<file path="src/rtl/su_adder_drain.sv">
// su_adder_drain: spatial-unit adder/drain stage.
// Sweeps the idle psum buffer of every PE over a shared RF address bus. The
// NUM_PE psums of each entry are summed, and each result is written to the
// global buffer over a valid/ready handshake through a 2-entry output FIFO.
// Optional feature macro: SU_SAT_EN. When it is defined, results saturate to
// the signed DATA_BITWIDTH range. When it is undefined, results wrap.
module su_adder_drain #(
   parameter int unsigned DATA_BITWIDTH    = 16,
   parameter int unsigned ADDR_BITWIDTH    = 2,
   parameter int unsigned DEPTH            = 4,
   parameter int unsigned NUM_PE           = 4,
   parameter int unsigned GB_ADDR_BITWIDTH = 10
) (
   input  logic                               clk,
   input  logic                               reset,
   input  logic                               en1,
   input  logic                               start,
   input  logic [GB_ADDR_BITWIDTH-1:0]        gb_base,
   input  logic [NUM_PE*DATA_BITWIDTH-1:0]    psum_in1,
   input  logic [NUM_PE*DATA_BITWIDTH-1:0]    psum_in2,
   output logic [ADDR_BITWIDTH-1:0]           su_addr,
   output logic                               gb_w_valid,
   input  logic                               gb_w_ready,
   output logic [DATA_BITWIDTH-1:0]           gb_w_data,
   output logic [GB_ADDR_BITWIDTH-1:0]        gb_w_addr,
   output logic                               busy,
   output logic                               done,
   output logic                               abort
);

   // The low DATA_BITWIDTH bits of the exact sum equal a DATA_BITWIDTH-wide
   // modular sum. The accumulator is widened only when saturation needs the
   // extra bits.
`ifdef SU_SAT_EN
   localparam int unsigned ACC_W = DATA_BITWIDTH + $clog2(NUM_PE);
`else
   localparam int unsigned ACC_W = DATA_BITWIDTH;
`endif
   localparam logic [ADDR_BITWIDTH-1:0] LAST_IDX = ADDR_BITWIDTH'(DEPTH - 1);

   typedef enum logic [1:0] {
      S_IDLE,
      S_ISSUE,
      S_FLUSH
   } state_t;

   state_t                        state_q;
   logic                          sel_q;
   logic [GB_ADDR_BITWIDTH-1:0]   base_q;
   logic [GB_ADDR_BITWIDTH-1:0]   out_idx_q;
   logic [ADDR_BITWIDTH-1:0]      idx_q;
   logic [ADDR_BITWIDTH-1:0]      addr_q;
   logic                          inflight_q;
   logic [DATA_BITWIDTH-1:0]      fifo_q [2];
   logic                          wr_ptr_q;
   logic                          rd_ptr_q;
   logic [1:0]                    cnt_q;
   logic                          busy_q;
   logic                          done_q;
   logic                          abort_q;

   logic                          kill;
   logic                          pop;
   logic                          push;
   logic                          issue;
   logic [1:0]                    cnt_drain;
   logic [2:0]                    occ;
   logic [1:0]                    cnt_d;

   logic [NUM_PE*DATA_BITWIDTH-1:0] rd_data;
   logic signed [DATA_BITWIDTH-1:0] pe_val;
   logic signed [ACC_W-1:0]         sum_full;
   logic [DATA_BITWIDTH-1:0]        sum_out;

   // A change of en1 during a sweep means the drained buffer is being reused.
   assign kill      = (state_q != S_IDLE) && (en1 != sel_q);
   assign pop       = gb_w_valid && gb_w_ready;
   assign push      = inflight_q;
   // Credit counts the slot freed by a pop in this same cycle.
   // Without that, a ready sink could not reach one result per cycle.
   assign cnt_drain = cnt_q - {1'b0, pop};
   assign occ       = {1'b0, cnt_drain} + {2'b00, inflight_q};
   assign issue     = (state_q == S_ISSUE) && !kill && (occ < 3'd2);
   assign cnt_d     = cnt_drain + {1'b0, push};

   assign su_addr    = issue ? idx_q : addr_q;
   assign gb_w_valid = (cnt_q != 2'd0);
   assign gb_w_data  = fifo_q[rd_ptr_q];
   assign gb_w_addr  = base_q + out_idx_q;
   assign busy       = busy_q;
   assign done       = done_q;
   assign abort      = abort_q;

   // Sign-extending adder across the selected buffer's PE read data.
   always_comb begin
      rd_data  = sel_q ? psum_in2 : psum_in1;
      sum_full = '0;
      pe_val   = '0;
      for (int unsigned k = 0; k < NUM_PE; k++) begin
         pe_val   = signed'(rd_data[k*DATA_BITWIDTH +: DATA_BITWIDTH]);
         sum_full = sum_full + ACC_W'(pe_val);
      end
   end

`ifdef SU_SAT_EN
   // Clamp the exact sum to the signed output range.
   always_comb begin
      if (sum_full[ACC_W-1:DATA_BITWIDTH-1] ==
          {(ACC_W-DATA_BITWIDTH+1){sum_full[ACC_W-1]}}) begin
         sum_out = sum_full[DATA_BITWIDTH-1:0];
      end else if (sum_full[ACC_W-1]) begin
         sum_out = {1'b1, {(DATA_BITWIDTH-1){1'b0}}};
      end else begin
         sum_out = {1'b0, {(DATA_BITWIDTH-1){1'b1}}};
      end
   end
`else
   assign sum_out = sum_full;
`endif

   // Sweep control FSM, read-issue credit tracking, and the output FIFO.
   always_ff @(posedge clk or negedge reset) begin
      if (!reset) begin
         state_q    <= S_IDLE;
         sel_q      <= 1'b0;
         base_q     <= '0;
         out_idx_q  <= '0;
         idx_q      <= '0;
         addr_q     <= '0;
         inflight_q <= 1'b0;
         fifo_q     <= '{default: '0};
         wr_ptr_q   <= 1'b0;
         rd_ptr_q   <= 1'b0;
         cnt_q      <= '0;
         busy_q     <= 1'b0;
         done_q     <= 1'b0;
         abort_q    <= 1'b0;
      end else begin
         done_q  <= 1'b0;
         abort_q <= 1'b0;
         if (issue) begin
            addr_q <= idx_q;
         end
         if (kill) begin
            abort_q    <= 1'b1;
            busy_q     <= 1'b0;
            inflight_q <= 1'b0;
            cnt_q      <= '0;
            wr_ptr_q   <= 1'b0;
            rd_ptr_q   <= 1'b0;
            state_q    <= S_IDLE;
         end else begin
            inflight_q <= issue;
            if (push) begin
               fifo_q[wr_ptr_q] <= sum_out;
               wr_ptr_q         <= ~wr_ptr_q;
            end
            if (pop) begin
               rd_ptr_q  <= ~rd_ptr_q;
               out_idx_q <= out_idx_q + 1'b1;
            end
            cnt_q <= cnt_d;
            unique case (state_q)
               S_IDLE: begin
                  if (start) begin
                     sel_q     <= en1;
                     base_q    <= gb_base;
                     idx_q     <= '0;
                     out_idx_q <= '0;
                     busy_q    <= 1'b1;
                     state_q   <= S_ISSUE;
                  end
               end
               S_ISSUE: begin
                  if (issue) begin
                     if (idx_q == LAST_IDX) begin
                        state_q <= S_FLUSH;
                     end else begin
                        idx_q <= idx_q + 1'b1;
                     end
                  end
               end
               S_FLUSH: begin
                  if (!inflight_q && (cnt_drain == 2'd0)) begin
                     done_q  <= 1'b1;
                     busy_q  <= 1'b0;
                     state_q <= S_IDLE;
                  end
               end
               default: state_q <= S_IDLE;
            endcase
         end
      end
   end

endmodule

</file>
<file path="config.mk">
export PLATFORM = sky130hd
export DESIGN_NAME = su_adder_drain
export DESIGN_NICKNAME = d
export VERILOG_FILES = /design/src/rtl/su_adder_drain.sv
export SDC_FILE = /design/constraint.sdc
export NUM_CORES = 1
export LEC_CHECK = 0
export ABC_AREA = 1
export ABC_CLOCK_PERIOD_IN_PS = 3180
export CORE_ASPECT_RATIO = 1.75
export CORE_MARGIN = 2
export CORE_UTILIZATION = 44
export CTS_BUF_LIST = sky130_fd_sc_hd__clkbuf_16
export CTS_CLUSTER_SIZE = 28
export DETAILED_ROUTE_END_ITERATION = 7
export GPL_ROUTABILITY_DRIVEN = 1
export GPL_TIMING_DRIVEN = 0
export PLACE_DENSITY = 0.81
export SYNTH_ARGS = -nofsm -noshare
export SYNTH_HDL_FRONTEND = slang
export SYNTH_SLANG_ARGS = --single-unit
</file>
<file path="constraint.sdc">
create_clock -name clk -period 3.18 [get_ports clk]
set_input_delay 0.795 -clock clk [delete_from_list [all_inputs] [get_ports clk]]
set_output_delay 0.795 -clock clk [all_outputs]
set_load 0.02 [all_outputs]
</file>
Word level (Yosys, flattened, before mapping)
Index checks and enable logic that the tools add are counted.

Equal/unequal tests: 11. Bitwise operators: 5. Shifts and indexed selects: 0. Div/mod/pow operators: 0. $lt $le $gt $ge: 4. Multipliers: 0. Add/sub/neg operators: 9. Muxes and demuxes: 35. Reductions and logical operators: 21.

Operator list (count): two-way mux 16 bit (4); two-way mux 64 bit (1); adder 16 bit (3); bitwise mux 32 bit (1); two-way mux 10 bit (3); two-way mux 2 bit (10); demux 16 bit (select 1 bit) (1); two-way mux 1 bit (12); adder 10 x 1 -> 10 bit, second input constant (1); adder 10 bit (1); nonzero test 2 bit (5); != test 3 bit, second input constant (3); logical AND 1 bit (6); != test 2 bit, second input constant (3); one-hot mux 2 bit (3 select lines) (1); AND reduction 3 bit (2); AND reduction 5 bit (1); == test 2 bit, second input constant (2); >= comparator 2 bit, second input constant (2); zero test 2 bit (2); inverter 1 -> 2 bit (2); one-hot mux 2 bit (2 select lines) (1); AND reduction 4 bit (1); adder 2 x 1 -> 3 bit (1); other kinds (13) (16).

Bits in read-only memories: 0. RAM bits: 0. Output and inout bits: 32. Register bits after elaboration: 67. Input port bits: 143. Memories kept: 0. Word-level logic and storage cells: 100. Latch bits: 0.

Longest topological paths before layout
Gate-level depths: netlist of run 1.

Depth in word-level cells: 9. Depth in mapped cells: 19. Mapped depth without buffers: 16.

Least setup slack after synthesis of run 1
No wires, ideal clock.

Path type: reg-to-reg. Start: reg sel_q. End: reg fifo_q[27] (netlist bit). Period minus slack after synthesis: 3367 ps. Path buffers: 3. Path slack: -187 ps. Arrival time: 3302 ps. Stages on the path, launching flop included: 17. Setup time: 65 ps. Cell sequence: dfrtp_1 > buf_6 > buf_6 > buf_2 > mux2i_1 > fa_1 > inv_1 > fa_1 > ha_1 > fa_1 > nand2_1 > nand3_1 > nand2_1 > nor2_1 > o21ai_0 > nand3_1 > nand2_1.

Longest elaborated chain between the ends: 5. Elaborated cells on any way between the ends: 9. Those cells by class: add/sub (3); eq/ne (1); mux (2); bitwise (1); reduce/logical (2).

Ends and longest elaborated chain: start, declared (line 48) `logic sel_q;`; start signal, assigned (line 166) `sel_q <= en1;`; two-way mux 64 bit (line 96) `rd_data = sel_q ? psum_in2 : psum_in1;`; adder 16 bit (3 in series) (line 101) `sum_full = sum_full + ACC_W'(pe_val);`; bitwise mux 32 bit (line 155) `fifo_q[wr_ptr_q] <= sum_out;`; end signal, assigned by index (line 155); end, declared (line 54) `logic [DATA_BITWIDTH-1:0] fifo_q [2];`.

Several ways; a longest one is shown, not always the timed one. A chain may end at the register's enable or synchronous reset.

Final worst setup path of run 1
Start: in psum_in2[28]. End: reg fifo_q[31] (netlist bit).

Longest elaborated chain between the ends: 5.

Ends and longest elaborated chain: start, declared (line 20) `input logic [NUM_PE*DATA_BITWIDTH-1:0] psum_in2,`; two-way mux 64 bit (line 96); adder 16 bit (3 in series) (line 101); bitwise mux 32 bit (line 155).

No other way between the ends.

==> results of run 1 <==
[layout make-up]
class / count / share of cell area, %
Clock inverter: 7 / 0.974
Clock buffer: 9 / 2.37
Tap cell: 171 / 2.25
Sequential cell: 67 / 17.7
Buffer: 18 / 2.19
Multi-Input combinational cell: 539 / 46.9
Inverter: 101 / 4.15
Timing Repair Buffer: 228 / 23.5
[stage by stage]
stage          worst slack (ns)  instance area (um^2)  TNS (ns)
2_1_floorplan           -0.0335                  5840    -0.134
3_3_place_gp             -0.944                  7800    -81.12
3_5_place_dp             -0.942                  7790    -19.26
4_1_cts                  -0.172                  8970     -1.60
5_1_grt                  -0.500                  9500     -7.59
6_report                 -0.493                  9500     -6.17
[per-layer routing]
metal | wire length (um) | vias up | GRT usage [%]
met1 | 6910 | 2965 | 23.6
met3 | 1080 | 120 | 4.01
met5 | 0 | - | 0
met2 | 12200 | 352 | 54.2
li1 | - | 2810 | -
met4 | 1570 | 0 | 17.2
[Yosys cell counts, types with 3 or more instances]
| cell | count | area share, % |
|---|---|---|
| dfrtp_1 | 67 | 29 |
| inv_2 | 3 | 0.19 |
| nor2_1 | 32 | 2.1 |
| fa_1 | 31 | 11 |
| nand4_1 | 10 | 1.1 |
| xnor2_1 | 7 | 1.1 |
| nand3_1 | 36 | 3.1 |
| ha_1 | 29 | 6.3 |
| mux2i_1 | 55 | 9.5 |
| buf_6 | 6 | 1.2 |
| buf_2 | 10 | 0.86 |
| o21ai_0 | 40 | 3.5 |
| mux2_2 | 7 | 1.4 |
| nand2_1 | 219 | 14 |
| inv_4 | 3 | 0.32 |
| o2111ai_1 | 3 | 0.45 |
| o21ai_1 | 6 | 0.52 |
| clkbuf_1 | 3 | 0.19 |
| nand2_4 | 5 | 0.97 |
| inv_1 | 94 | 6.1 |
| nor3_1 | 5 | 0.43 |
| xor2_1 | 11 | 1.7 |
| a21oi_1 | 21 | 1.8 |
[flip-flops by register name, indices dropped and copies added (netlist names)]
register	cells
rd_ptr_q	1
inflight_q	1
done	1
base_q	10
wr_ptr_q	1
idx_q	2
sel_q	1
state_q	2
abort	1
busy	1
cnt_q	2
out_idx_q	10
addr_q	2
fifo_q	32
[what timing repair did]
item                                    4_1_cts  5_1_grt
pin swaps                                    88       71
endpoints found under the setup margin       37       36
resized for setup                           221      104
setup buffers                                28       26
endpoints found under the hold margin         0        0
gates cloned                                  1        0
[logic make-up (layout without fill, tap and decap cells)]
logic type | count (synthesis) | in the layout | share of synthesized area, %
compound gates | 78 | 78 | 7.33
fa+ha+maj | 60 | 60 | 17.0
buf+inv | 122 | 363 | 9.14
mux | 62 | 62 | 10.8
simple gates | 321 | 321 | 24.1
xor+xnor | 18 | 18 | 2.72
flops | 67 | 67 | 28.9
[path summary, 6_finish.rpt]
path	end	slack [ns]	depth (start not counted)
worst min-delay path	fifo_q[0]	0.47	2
max in group asynchronous	out_idx_q[0]	2.00	1
min in group asynchronous	addr_q[1]	0.55	1
worst max-delay path	fifo_q[31]	-0.49	15
worst min register to register	fifo_q[0]	0.47	2
worst max register to register	fifo_q[31]	-0.46	16
[worst max-delay path: stages]
cell and delay [ns]:
clkdlybuf4s50_1 0.49, mux2i_2 0.09, fa_1 0.53, fa_1 0.58
inv_1 0.11, ha_4 0.31, nand4_1 0.13, nor3_2 0.31
nand2_4 0.10, nand2_4 0.09, inv_1 0.06, nand2_1 0.09
nand2_2 0.09, nand2_1 0.07, nand2_1 0.05
==> run metrics, run 1 <==
Final ANT Viol Nets=0; min Tclk post-route=3.67 ns; Worst Slack Setup Final=-0.493 ns; Post-synth EDFFs=0; IO Count=175; Max clock buf depth=2; final worst-path cycle share=116%; most common cell after layout, fill and taps aside=nand2_1; Hold Crit Start=fifo_q[0]; Mean Syn Cell Area=7.97 um^2; Syn. warnings=0; Root Buffer Master=clkbuf_16; synthesized area=5800 um^2; CTS tree=built; critical path endpoint category=register; Synth async-reset ratio=100%; Filler cells=902; Layout area overhead=63.8%; GRT Util Overall=26.7%; sequential area share after synthesis=28.9%; HPWL after detailed placement=12600 um; DR iter-0 viols=476; die width=90.8 um; routed vias/inst=5.48; first-pass GRT wire length=30000 um; Distinct cells, synth=40; # setup viols final=21; Worst Hold Class=reg2reg; reg2reg start=sel_q; maximum number of pins on one net before global-route repair=68; CTS Hold Bufs=0; dpl cells=1073; f_max=272 MHz; grt total ovfl=0; die area=14200 um^2; cts bufs inserted=9; initial core utilization=44.8%; Port Buffer Count=174; clk_lat worst skew=0.34 ns; Multi-input gate area=4460 um^2; most frequent cells in the layout=nand2_1, clkdlybuf4s50_1, inv_1; Yosys reg bits=67; critical path required time=3.41 ns; via count=6247; depth of the CTS H-tree=3; vias in the first global route=6505; failing checks=negative setup slack; Min Hold Slack=0.472 ns; initial antenna violation count=0; Cells after Synth=728; core area=12900 um^2; syn nets=931; clock sink total=67; Die H=156 um; register area=1680 um^2; drt total wl=21700 um; worst setup path start=psum_in2[28]; drt pass-1 iters=5; clk slew on worst S/H paths=0.06 ns; Max Cap Violations=0; # DRC=0; RSZ-0062 raised after global routing=yes; Placer Congestion=0.960; cell row count=55; CP Max Fanout=5; Worst Skew=0.00834 ns; share of cells above drive strength 1=28.0%; Synth Flop Type=dfrtp_1; final core utilization=73.5%; Final #Nets=1167; endpoints failing hold=0; # diodes=0; worst setup path class=in2reg; Rel. slew slack=43.1%; crit path launch type=input port; crit path DAT=3.90 ns; non-filler cells, final=1140; run status=finished with violations; Worst-Margin Slew=0.853 ns; Avg WL per Cell=19.0 um; Max Slew Vio Count=0
Power of run 1 is left out: the tool's default activity adds up to more than one toggle a clock period on the data nets, which glitch-free logic cannot reach.
==> inputs of run 2 (changes only) <==
--- a/config.mk
+++ b/config.mk
@@ -11,10 +11,9 @@
 export CORE_MARGIN = 2
 export CORE_UTILIZATION = 44
 export CTS_BUF_LIST = sky130_fd_sc_hd__clkbuf_16
-export CTS_CLUSTER_SIZE = 28
+export CTS_CLUSTER_SIZE = 25
 export DETAILED_ROUTE_END_ITERATION = 7
 export GPL_ROUTABILITY_DRIVEN = 1
-export GPL_TIMING_DRIVEN = 0
 export PLACE_DENSITY = 0.81
 export SYNTH_ARGS = -nofsm -noshare
 export SYNTH_HDL_FRONTEND = slang
==> run metrics, run 2 (synthesis gave the netlist of run 1 again) <==
CP max stage cell=fa_1 (unchanged); Slowest Stage Delay on Critical Path=0.52 ns (was 0.58 ns); clk slew on worst S/H paths=0.06 ns (about the same); # setup viols final=26 (was 21); worst r2r path cells=17 (was 16); drt total wl=20500 um (was 21700 um); Final ANT Viol Nets=0 (unchanged); Max Cap Violations=0 (unchanged); most frequent cells in the layout=nand2_1, clkdlybuf4s50_1, buf_4 (was nand2_1, clkdlybuf4s50_1, inv_1); Rel. slew slack=43.0% (was 43.1%); crit path launch type=input port (unchanged); Layout area overhead=62.6% (was 63.8%); most common cell after layout, fill and taps aside=nand2_1 (unchanged); worst setup path start=psum_in1[44] (was psum_in2[28]); f_max=284 MHz (was 272 MHz); Largest regs=fifo_q (32), base_q (10), out_idx_q (10) (unchanged); hold path depth=1 (was 2); Placer Congestion=0.930 (was 0.960); drt pass-1 iters=5 (unchanged); FF-to-FF End=fifo_q[31] (unchanged); critical path endpoint category=register (unchanged); Worst Hold Class=reg2reg (unchanged); Max Slew Vio Count=0 (unchanged); depth of the CTS H-tree=3 (unchanged); Avg WL per Cell=17.7 um (was 19.0 um); first-pass GRT wire length=29500 um (was 30000 um); min Tclk post-route=3.52 ns (was 3.67 ns); crit-path cells=clkdlybuf4s50_1 -> mux2i_2 -> fa_2 -> fa_1 -> inv_1 -> ha_4 -> nand4_1 -> nor3_4 -> nand2_1 -> nand2_2 -> inv_2 -> nand2_1 -> nand2_1 -> nand2_1 -> nand2_1 (was clkdlybuf4s50_1 -> mux2i_2 -> fa_1 -> fa_1 -> inv_1 -> ha_4 -> nand4_1 -> nor3_2 -> nand2_4 -> nand2_4 -> inv_1 -> nand2_1 -> nand2_2 -> nand2_1 -> nand2_1); maximum number of pins on one net before global-route repair=68 (unchanged); cell row count=55 (unchanged); CP top delay family=adder cells (unchanged); clock sink total=67 (unchanged); Max clock buf depth=2 (unchanged); via count=6237 (was 6247); share of cells above drive strength 1=29.6% (was 28.0%); Final #Nets=1185 (was 1167); max FFs per register=32 (unchanged); routed vias/inst=5.39 (was 5.48); Worst Skew=0.00642 ns (was 0.00834 ns); Top reg by flops=fifo_q (unchanged); final worst-path cycle share=111% (was 116%); Critical Path Stages=15 (unchanged); grt total ovfl=0 (unchanged); reg2reg start=sel_q (unchanged); initial antenna violation count=0 (unchanged); initial core utilization=44.8% (unchanged); cts bufs inserted=9 (unchanged); Worst Slack Setup Final=-0.336 ns (was -0.493 ns); worst setup path class=in2reg (unchanged); IO Count=175 (unchanged); GRT Util Overall=26.2% (was 26.7%); HPWL after detailed placement=13000 um (was 12600 um); DR iter-0 viols=419 (was 476); die width=90.8 um (unchanged); CP Max Fanout=6 (was 5); Root Buffer Master=clkbuf_16 (unchanged); vias in the first global route=6406 (was 6505); crit path DAT=3.74 ns (was 3.90 ns); Worst-Margin Slew=0.856 ns (was 0.853 ns); non-filler cells, final=1158 (was 1140); Buf+Inv Stages, Crit Path=3 (unchanged); RSZ-0062 raised after global routing=yes (unchanged); core area=12900 um^2 (unchanged); failing checks=negative setup slack (unchanged); endpoints failing hold=0 (unchanged); dpl cells=1112 (was 1073); clk_lat worst skew=0.34 ns (about the same); critical path required time=3.40 ns (was 3.41 ns); Top cell by count, worst path=nand2_1 (unchanged); # DRC=0 (unchanged); die area=14200 um^2 (unchanged); CTS tree=built (unchanged); # diodes=0 (unchanged); Port Buffer Count=174 (unchanged); R2R setup slack=-0.33 ns (was -0.46 ns); run status=finished with violations (unchanged); Die H=156 um (unchanged); CP endpoint=fifo_q[31] (unchanged)
==> run 2: cell types whose count changed in the layout (fill, tap and decap cells not counted), sizes merged, moves of 2 or more <==
cell | before | now
dlygate4sd2 | 36 | 44
bufinv | 2 | 0
dlymetal6s2s | 30 | 5
buf | 74 | 92
clkdlybuf4s50 | 101 | 118
==> run 2: layout make-up <==
cell class	instances	area, um^2
sequential	67	1680
timing repair buffer	264	2500
tap	171	214
clock inverter	7	45.0
multi-input combinational	539	4380
inverter	101	392
clock buffer	9	225
fill	900	3510
==> run 2: what timing repair did <==
action                                  in CTS  in global routing
endpoints found under the setup margin      34                 33
setup buffers                               16                 13
pin swaps                                  110                 46
gates resized for setup                    175                 96
gates cloned                                 2                  1
hold buffers                                 0                  0
==> run 2: layer usage <==
metal | share of wire (%) | GRT usage, %
met5 | 0 | 0
met4 | 7.7 | 17.4
met3 | 5.1 | 4.25
met2 | 56 | 51.0
met1 | 31 | 24.8
==> run 2: worst reg2reg max path: cells and delay by family, from the launching register on <==
family	cells	cell delay, ns
buffers and inverters	5	0.49
adders and majority gates	3	1.37
muxes	1	0.19
DFF	1	0.50
and+or+nand+nor	8	0.84
==> run 2: worst min-delay path by stage <==
| stage | from | to | slack [ns] |
|---|---|---|---|
| floorplan | state_q[0] | done | 0.43 |
| global placement | state_q[0] | done | 0.45 |
| detailed placement | state_q[0] | done | 0.46 |
| CTS | state_q[0] | done | 0.46 |
| global route | state_q[0] | done | 0.48 |
| finish | state_q[0] | done | 0.47 |
==> run 2: metrics by stage <==
step	TNS (ns)	hold WS [ns]	area, um^2	worst slack, ns	util [%]
3_5_place_dp	-16.37	0.459	8110	-0.728	62.7
4_1_cts	-1.14	0.464	8990	-0.165	69.5
3_3_place_gp	-15.51	0.455	8110	-0.714	62.7
2_1_floorplan	-0.134	0.432	5840	-0.0335	-
5_1_grt	-7.06	0.478	9430	-0.425	72.9
6_report	-4.84	0.466	9430	-0.336	72.9
Power of run 2 is left out for the same reason.
